`src/rtl/fifo_stream_arbiter.sv`:
```
// Round-robin merge of N_SRC first-word-fall-through sources into one
// registered 32-bit word stream with burst grants and optional source tags.
module fifo_stream_arbiter #(
    parameter int N_SRC     = 4,
    parameter int MAX_BURST = 16,
    parameter bit TAG_EN    = 1'b0,
    parameter int ID_W      = 3
) (
    input  logic                 BUS_CLK,
    input  logic                 BUS_RST,
    input  logic [N_SRC-1:0]     SRC_EMPTY,
    input  logic [32*N_SRC-1:0]  SRC_DATA,
    output logic [N_SRC-1:0]     SRC_READ,
    output logic                 ARB_WRITE_OUT,
    output logic [31:0]          ARB_DATA_OUT,
    input  logic                 ARB_READY_OUT,
    output logic [ID_W-1:0]      GRANT_ID,
    output logic [31:0]          WORD_CNT
);

    localparam int BW = $clog2(MAX_BURST + 1);

    typedef enum logic {
        IDLE,
        BURST
    } state_t;

    state_t          state;
    logic [BW-1:0]   burst_cnt;

    logic            pop;
    logic            can_load;
    logic            load;
    logic            last_beat;

    logic            hi_found;
    logic            lo_found;
    logic [ID_W-1:0] hi_id;
    logic [ID_W-1:0] lo_id;
    logic [ID_W-1:0] next_id;
    logic            any_req;

    logic            g_empty;
    logic [31:0]     g_data;
    logic [31:0]     load_data;

    assign pop      = ARB_WRITE_OUT & ARB_READY_OUT;
    assign can_load = !ARB_WRITE_OUT | pop;

    // Lowest requester above the last grant wins, else lowest at/below it.
    always_comb begin
        hi_found = 1'b0;
        lo_found = 1'b0;
        hi_id    = '0;
        lo_id    = '0;
        for (int i = N_SRC - 1; i >= 0; i--) begin
            if (!SRC_EMPTY[i]) begin
                if (ID_W'(i) > GRANT_ID) begin
                    hi_found = 1'b1;
                    hi_id    = ID_W'(i);
                end else begin
                    lo_found = 1'b1;
                    lo_id    = ID_W'(i);
                end
            end
        end
    end

    assign any_req = hi_found | lo_found;
    assign next_id = hi_found ? hi_id : lo_id;

    always_comb begin
        g_empty = 1'b1;
        g_data  = '0;
        for (int i = 0; i < N_SRC; i++) begin
            if (GRANT_ID == ID_W'(i)) begin
                g_empty = SRC_EMPTY[i];
                g_data  = SRC_DATA[32*i +: 32];
            end
        end
    end

    generate
        if (TAG_EN) begin : g_tag
            assign load_data = {4'(GRANT_ID), g_data[27:0]};
        end else begin : g_notag
            assign load_data = g_data;
        end
    endgenerate

    assign load      = (state == BURST) & !g_empty & can_load & !BUS_RST;
    assign last_beat = (burst_cnt == BW'(MAX_BURST - 1));

    always_comb begin
        SRC_READ = '0;
        for (int i = 0; i < N_SRC; i++) begin
            if (GRANT_ID == ID_W'(i)) begin
                SRC_READ[i] = load;
            end
        end
    end

    always_ff @(posedge BUS_CLK or posedge BUS_RST) begin
        if (BUS_RST) begin
            state         <= IDLE;
            burst_cnt     <= '0;
            ARB_WRITE_OUT <= 1'b0;
            ARB_DATA_OUT  <= '0;
            GRANT_ID      <= ID_W'(N_SRC - 1);
            WORD_CNT      <= '0;
        end else begin
            if (pop) begin
                WORD_CNT <= WORD_CNT + 32'd1;
            end

            if (load) begin
                ARB_WRITE_OUT <= 1'b1;
                ARB_DATA_OUT  <= load_data;
            end else if (pop) begin
                ARB_WRITE_OUT <= 1'b0;
            end

            case (state)
                IDLE: begin
                    if (any_req) begin
                        GRANT_ID  <= next_id;
                        burst_cnt <= '0;
                        state     <= BURST;
                    end
                end
                BURST: begin
                    if (load) begin
                        burst_cnt <= burst_cnt + 1'b1;
                        if (last_beat) begin
                            state <= IDLE;
                        end
                    end else if (g_empty && can_load) begin
                        // A stalled output keeps the grant even if the source drains.
                        state <= IDLE;
                    end
                end
                default: state <= IDLE;
            endcase
        end
    end

endmodule

```
`config.mk`:
```
export PLATFORM = sky130hd
export DESIGN_NAME = fifo_stream_arbiter
export DESIGN_NICKNAME = d
export VERILOG_FILES = /design/src/rtl/fifo_stream_arbiter.sv
export SDC_FILE = /design/constraint.sdc
export NUM_CORES = 1
export LEC_CHECK = 0
export CAP_MARGIN = 20
export CORE_MARGIN = 2
export CORE_UTILIZATION = 40
export DETAILED_ROUTE_END_ITERATION = 10
export GPL_ROUTABILITY_DRIVEN = 0
export PLACE_DENSITY = 0.78
export SETUP_SLACK_MARGIN = 0.2
export SYNTH_ARGS = -nofsm -noshare
export SYNTH_HDL_FRONTEND = slang
export SYNTH_SLANG_ARGS = --single-unit
export TNS_END_PERCENT = 10
```
`constraint.sdc`:
```
create_clock -name BUS_CLK -period 3.3 [get_ports BUS_CLK]
set_clock_uncertainty 0.05 [all_clocks]
set_input_delay 0.66 -clock BUS_CLK [delete_from_list [all_inputs] [get_ports BUS_CLK]]
set_output_delay 0.66 -clock BUS_CLK [all_outputs]
set_load 0.05 [all_outputs]
```
==> impl_metrics.csv <==
group,metric,value,unit
synthesis,yosysSeqAreaShare,0.457,
power_and_ir_drop,p_int,2.61,mW
cts,path_clk_slew,0.07,ns
grt,antenna_found_initial,0,
synthesis,ys.flop_type,"dfrtp_1",
power_and_ir_drop,sw_frac_of_total,0.444,
synthesis,synth_edf_count,0,
final_layout,fin_area,0.00646,mm²
final_layout,diodes,0,
drt,firstDrtPassIters,4,
final_layout,drive_gt1_frac,0.131,
synthesis,synth_area_leader_cell,"dfrtp_1",
timing,finalSetupViolations,0,
final_layout,fin_nets,711,
die,dieArea,0.0108,mm²
cts,tritoncts,"done",
synthesis,synth_top_cells_by_area,"dfrtp_1 (44%), mux4_2 (19%), nand2_1 (11%)",
drt,post-route-drc-count,0,
synthesis,synthArstFlopShare,1.00,
power_and_ir_drop,leakage,2.76,nW
synthesis,syn_inst,366,
critical_path,endpoint_kind,"output port",
grt,grt_overflow_total,0,
cts,insertion_delay,0.33,ns
final_layout,final_core_util,0.664,
drt,first_iter_violations,115,
place,placed_area,0.00624,mm²
die,die_h,104,µm
power_and_ir_drop,p_switching,2.08,mW
critical_path,worstPathMaxFanout,5,
power_and_ir_drop,p_clk_frac,0.147,
min_path,min_path_type,"reg -> reg",
timing,rsz0062_at_grt,"false",
cts,clock-sinks,73,
place,io_buffers,205,
critical_path,crit_type,"reg -> out",
die,io_pins,207,
timing,tns,0,ns
final_layout,fillers,757,
timing,setup_slack,0.283,ns
die,core_area,0.00973,mm²
grt,grt_util_all_layers,0.202,
die,start_util,0.412,
drt,vias_per_cell,5.04,
timing,timing.final.crit_share,0.914,
synthesis,ys_ff_latch,73,
timing,hold_ws,0.423,ns
synthesis,synth_nets,504,
power_and_ir_drop,p_seq_frac,0.282,
critical_path,start_kind,"flip-flop",
synthesis,yosysMostFrequentCell,"nand2_1",
timing,maxSlewViolCount,0,
job,maxCapViolations,0,
timing,hold_viol_final,0,
synthesis,syn-cell-area,0.00401,mm²
timing,timing.fmax,331,MHz
die,die_w,104,µm
cts,cts_made_buffers,9,
synthesis,synth_common_cells,"nand2_1 (115), dfrtp_1 (71), mux4_2 (33), xnor2_1 (30), nand4_1 (18)",
die,rows,36,
synthesis,yosysUniqueCellTypes,38,
cts,clockRootBuffer,"clkbuf_8",
drt,num_vias,3585,
power_and_ir_drop,p_per_area,725,mW/mm²
critical_path,r2r_slack,0.96,ns
place,hpwl,8550,µm
drt,postRouteAntennaNets,0,
grt,grt_pass1_wl,17700,µm
synthesis,synth_area_per_cell,10.9,µm²
timing,relSlewSlack,0.453,
drt,finalWirelength,10800,µm
power_and_ir_drop,combPwrFrac,0.571,
grt,grt_max_degree,53,
critical_path,worstPathArrival,2.31,ns
timing,worst_pin_slew,0.813,ns
synthesis,synth_top_area_share,0.443,
synthesis,yosysWarnings,0,
cts,cts_hold_buf,0,
drt,post_drt_wl_per_cell,15.2,µm
timing,layout_min_cycle_time,3.02,ns
cts,ctsHtreeMaxLevel,3,
outcome,status,"finished, final reports clean",
final_layout,area_delta_synth_final,61.2,%
power_and_ir_drop,ir_drop,0.341,mV
critical_path,worstPathRequired,2.59,ns
place,preCtsSetupSlack,-0.0281,ns
cts,cts_max_path_buffers,2,
grt,grt_pass1_vias,3726,
## kinds of logic after synthesis
family,count (synthesis),share of synthesized area
xor gates and xnor gates,31,0.0678
and+or+nand+nor,180,0.213
other,1,0.000936
adders and majority gates,3,0.00937
AOI/OAI and AO/OA,12,0.0200
DFF,73,0.457
buffers and inverters,30,0.0390
muxes,36,0.193
## metrics by stage
step | instances | power (mW)
final | 711 | 4.68
after global routing | 711 | 4.95
after CTS | 710 | 4.74
after detailed placement | 694 | 4.01
after global placement | 694 | 3.97
after floorplan | 366 | 3.14
## final timing paths
check                                   endpoint          from  depth (start not counted)
worst max-delay path                 SRC_READ[1]   GRANT_ID[0]                          4
worst min-delay path                WORD_CNT[31]  WORD_CNT[31]                          1
worst max register to register      burst_cnt[4]   GRANT_ID[0]                          6
worst min register to register      WORD_CNT[31]  WORD_CNT[31]                          1
max in group asynchronous                  state       BUS_RST                          3
min in group asynchronous       ARB_DATA_OUT[20]       BUS_RST                          2
## metal layers
layer  vias up  share of wire  wire [µm]  global-route usage
met5         -              0          0                   0
met4         0          0.032        344              0.0888
met3        23          0.067        724              0.0482
met2       148           0.53       5710               0.365
met1      1706           0.37       4050               0.227
li1       1708              -          -                   -
## flip-flops by register name, indices dropped and copies added, names as in the netlist
register / flops
ARB_WRITE_OUT: 1
ARB_DATA_OUT: 32
state: 1
GRANT_ID: 2
WORD_CNT: 32
burst_cnt: 5
## cell type report
cell class	count	area, µm²	share of cell area
repair buffers	218	2190	0.340
flip-flops and latches	73	1830	0.283
clock inverters	5	55.1	0.00852
inverters	8	30.0	0.00465
clock buffers	11	141	0.0219
well taps	133	166	0.0258
multi-input cells	263	2040	0.316
## placed cells by master (no fill, tap or decap), types with 4 or more instances in the layout
master	Yosys	routed
buf_12	0	5
nand2_1	115	115
buf_4	1	13
inv_1	8	7
dlygate4sd2_1	0	4
mux4_2	33	33
clkbuf_8	0	10
nand3_1	15	15
and3_1	7	7
xnor2_1	30	30
nand4_1	18	18
clkdlybuf4s50_1	0	196
dfrtp_1	71	71
and4_1	8	8
nor2_1	5	5
## power groups by stage
stage	combinational (mW)	sequential (mW)	clock [mW]
detailed placement	2.68	1.33	0
CTS	2.71	1.32	0.708
global route	2.85	1.35	0.747
floorplan	1.04	2.11	0
finish	2.67	1.32	0.686
global placement	2.65	1.33	0
## what timing repair did
| item | CTS | global route |
|---|---|---|
| resized for setup | 8 | 0 |
| setup endpoints to repair | 3 | 3 |
| pin swaps | 2 | 2 |
| buffers inserted | 0 | 1 |
## worst max-delay path: stages (launching register included)
cell and delay, ns:
dfstp_2 0.55, mux4_2 0.51, or4_4 0.58, nor3_4 0.18, buf_12 0.16
(Power assumes the default switching activity.)
==> RTL change, RTL diff (same settings) <==
Set the parameter `TAG_EN` to 1'b1 (it was 1'b0).
--- a/src/rtl/fifo_stream_arbiter.sv
+++ b/src/rtl/fifo_stream_arbiter.sv
@@ -4,5 +4,5 @@
     parameter int N_SRC     = 4,
     parameter int MAX_BURST = 16,
-    parameter bit TAG_EN    = 1'b0,
+    parameter bit TAG_EN    = 1'b1,
     parameter int ID_W      = 3
 ) (
Function: changed (a bounded check fails within 4 cycles, from zero or initial values and one cycle with BUS_RST high).
==> RTL change against the original RTL <==
Final area down 5.5%. Synthesized area down 6.0%. Die area down 5.7%. First-iteration DRC count up 8.7%. Sequential cell count down 2. Wire length down 3.6%. Count of clock-buffer cells in the layout unchanged. Total power up 2.3%. Hold slack worse by 0.0025 ns. Setup slack worse by 0.0085 ns. Largest power group unchanged.
==> RTL change: results (changes against the original RTL) <==
met2 usage 0.353 (was 0.365); Port Buffers 187 (was 205); wire length on met3 708 microns (was 724 microns); GR Layer Usage met3 0.0492 (was 0.0482); Lkg Pwr 2.66 nW (was 2.76 nW); Nets 679 (was 711); Worst-Skew Late Latency 0.35 ns (was 0.33 ns); worst reg2reg setup slack 1.05 ns (was 0.96 ns); fillers 717 (was 757); Max stage delay cell, worst path clkdlybuf4s50_1 (was or4_4); VDD IR max 0.000614 V (was 0.000341 V); max incr delay on CP 0.53 ns (was 0.58 ns); met1 WL 4140 microns (was 4050 microns); Slew headroom 0.424 (was 0.453); GRT Util Overall 0.207 (was 0.202); met2 routed WL 5380 microns (was 5710 microns); Commonest cells post-synth nand2_1, dfrtp_1, mux4_2 (unchanged); share of post-route cells with drive strength above 1 0.134 (was 0.131); largest registers WORD_CNT: 32 flops, ARB_DATA_OUT: 30 flops, burst_cnt: 5 flops (was ARB_DATA_OUT: 32 flops, WORD_CNT: 32 flops, burst_cnt: 5 flops); largest net degree at the start of global routing 72 (was 53); combinational power 2.58 mW (was 2.67 mW); vias in the first global route 3463 (was 3726); Comb pwr share 0.538 (was 0.571); Yosys cell types 34 (was 38); detailed-route wire length per cell 15.9 microns (was 15.2 microns); via count 3336 (was 3585); status complete, no violations (unchanged)
[RTL change: path summary, 6_finish.rpt]
| kind | from | endpoint | cells past startpoint |
|---|---|---|---|
| min in group asynchronous | BUS_RST | WORD_CNT[17] | 3 |
| worst min register to register | WORD_CNT[31] | WORD_CNT[31] | 1 |
| worst min-delay path | WORD_CNT[31] | WORD_CNT[31] | 1 |
| worst max-delay path | ARB_READY_OUT | SRC_READ[1] | 6 |
| max in group asynchronous | BUS_RST | burst_cnt[0] | 3 |
| worst max register to register | GRANT_ID[0] | burst_cnt[1] | 5 |
[RTL change: final cells by class]
class                      count  area [sq um]  share of cell area
clock buffer                  11           141              0.0232
inverter                       4          15.0             0.00246
tap                          111           139              0.0228
multi-input combinational    256          1910               0.312
timing repair buffer         199          1990               0.327
sequential                    71          1780               0.291
clock inverter                 5           129              0.0211
[RTL change: timing repair]
item | CTS | global route
resized for setup | 7 | 1
pin swaps | 3 | 0
setup endpoints to repair | 3 | 2
buffers inserted | 0 | 0
[RTL change: logic make-up after synthesis]
kind of cell	share of synthesized area
xor gates and xnor gates	0.0721
muxes	0.176
buffers and inverters	0.0395
adders and majority gates	0.00996
other	0.000995
AOI/OAI and AO/OA	0.0209
and+or+nand+nor	0.208
DFF	0.472
[RTL change: per-stage QoR]
| stage | setup WS (ns) | util | std cells | hold slack [ns] |
|---|---|---|---|---|
| CTS | 0.239 | 0.663 | 657 | 0.428 |
| finish | 0.274 | 0.664 | 657 | 0.420 |
| global placement | 0.0555 | 0.632 | 641 | 0.406 |
| detailed placement | 0.0321 | 0.632 | 641 | 0.411 |
| global route | 0.220 | 0.664 | 657 | 0.452 |
| floorplan | 0.136 | - | 353 | 0.399 |
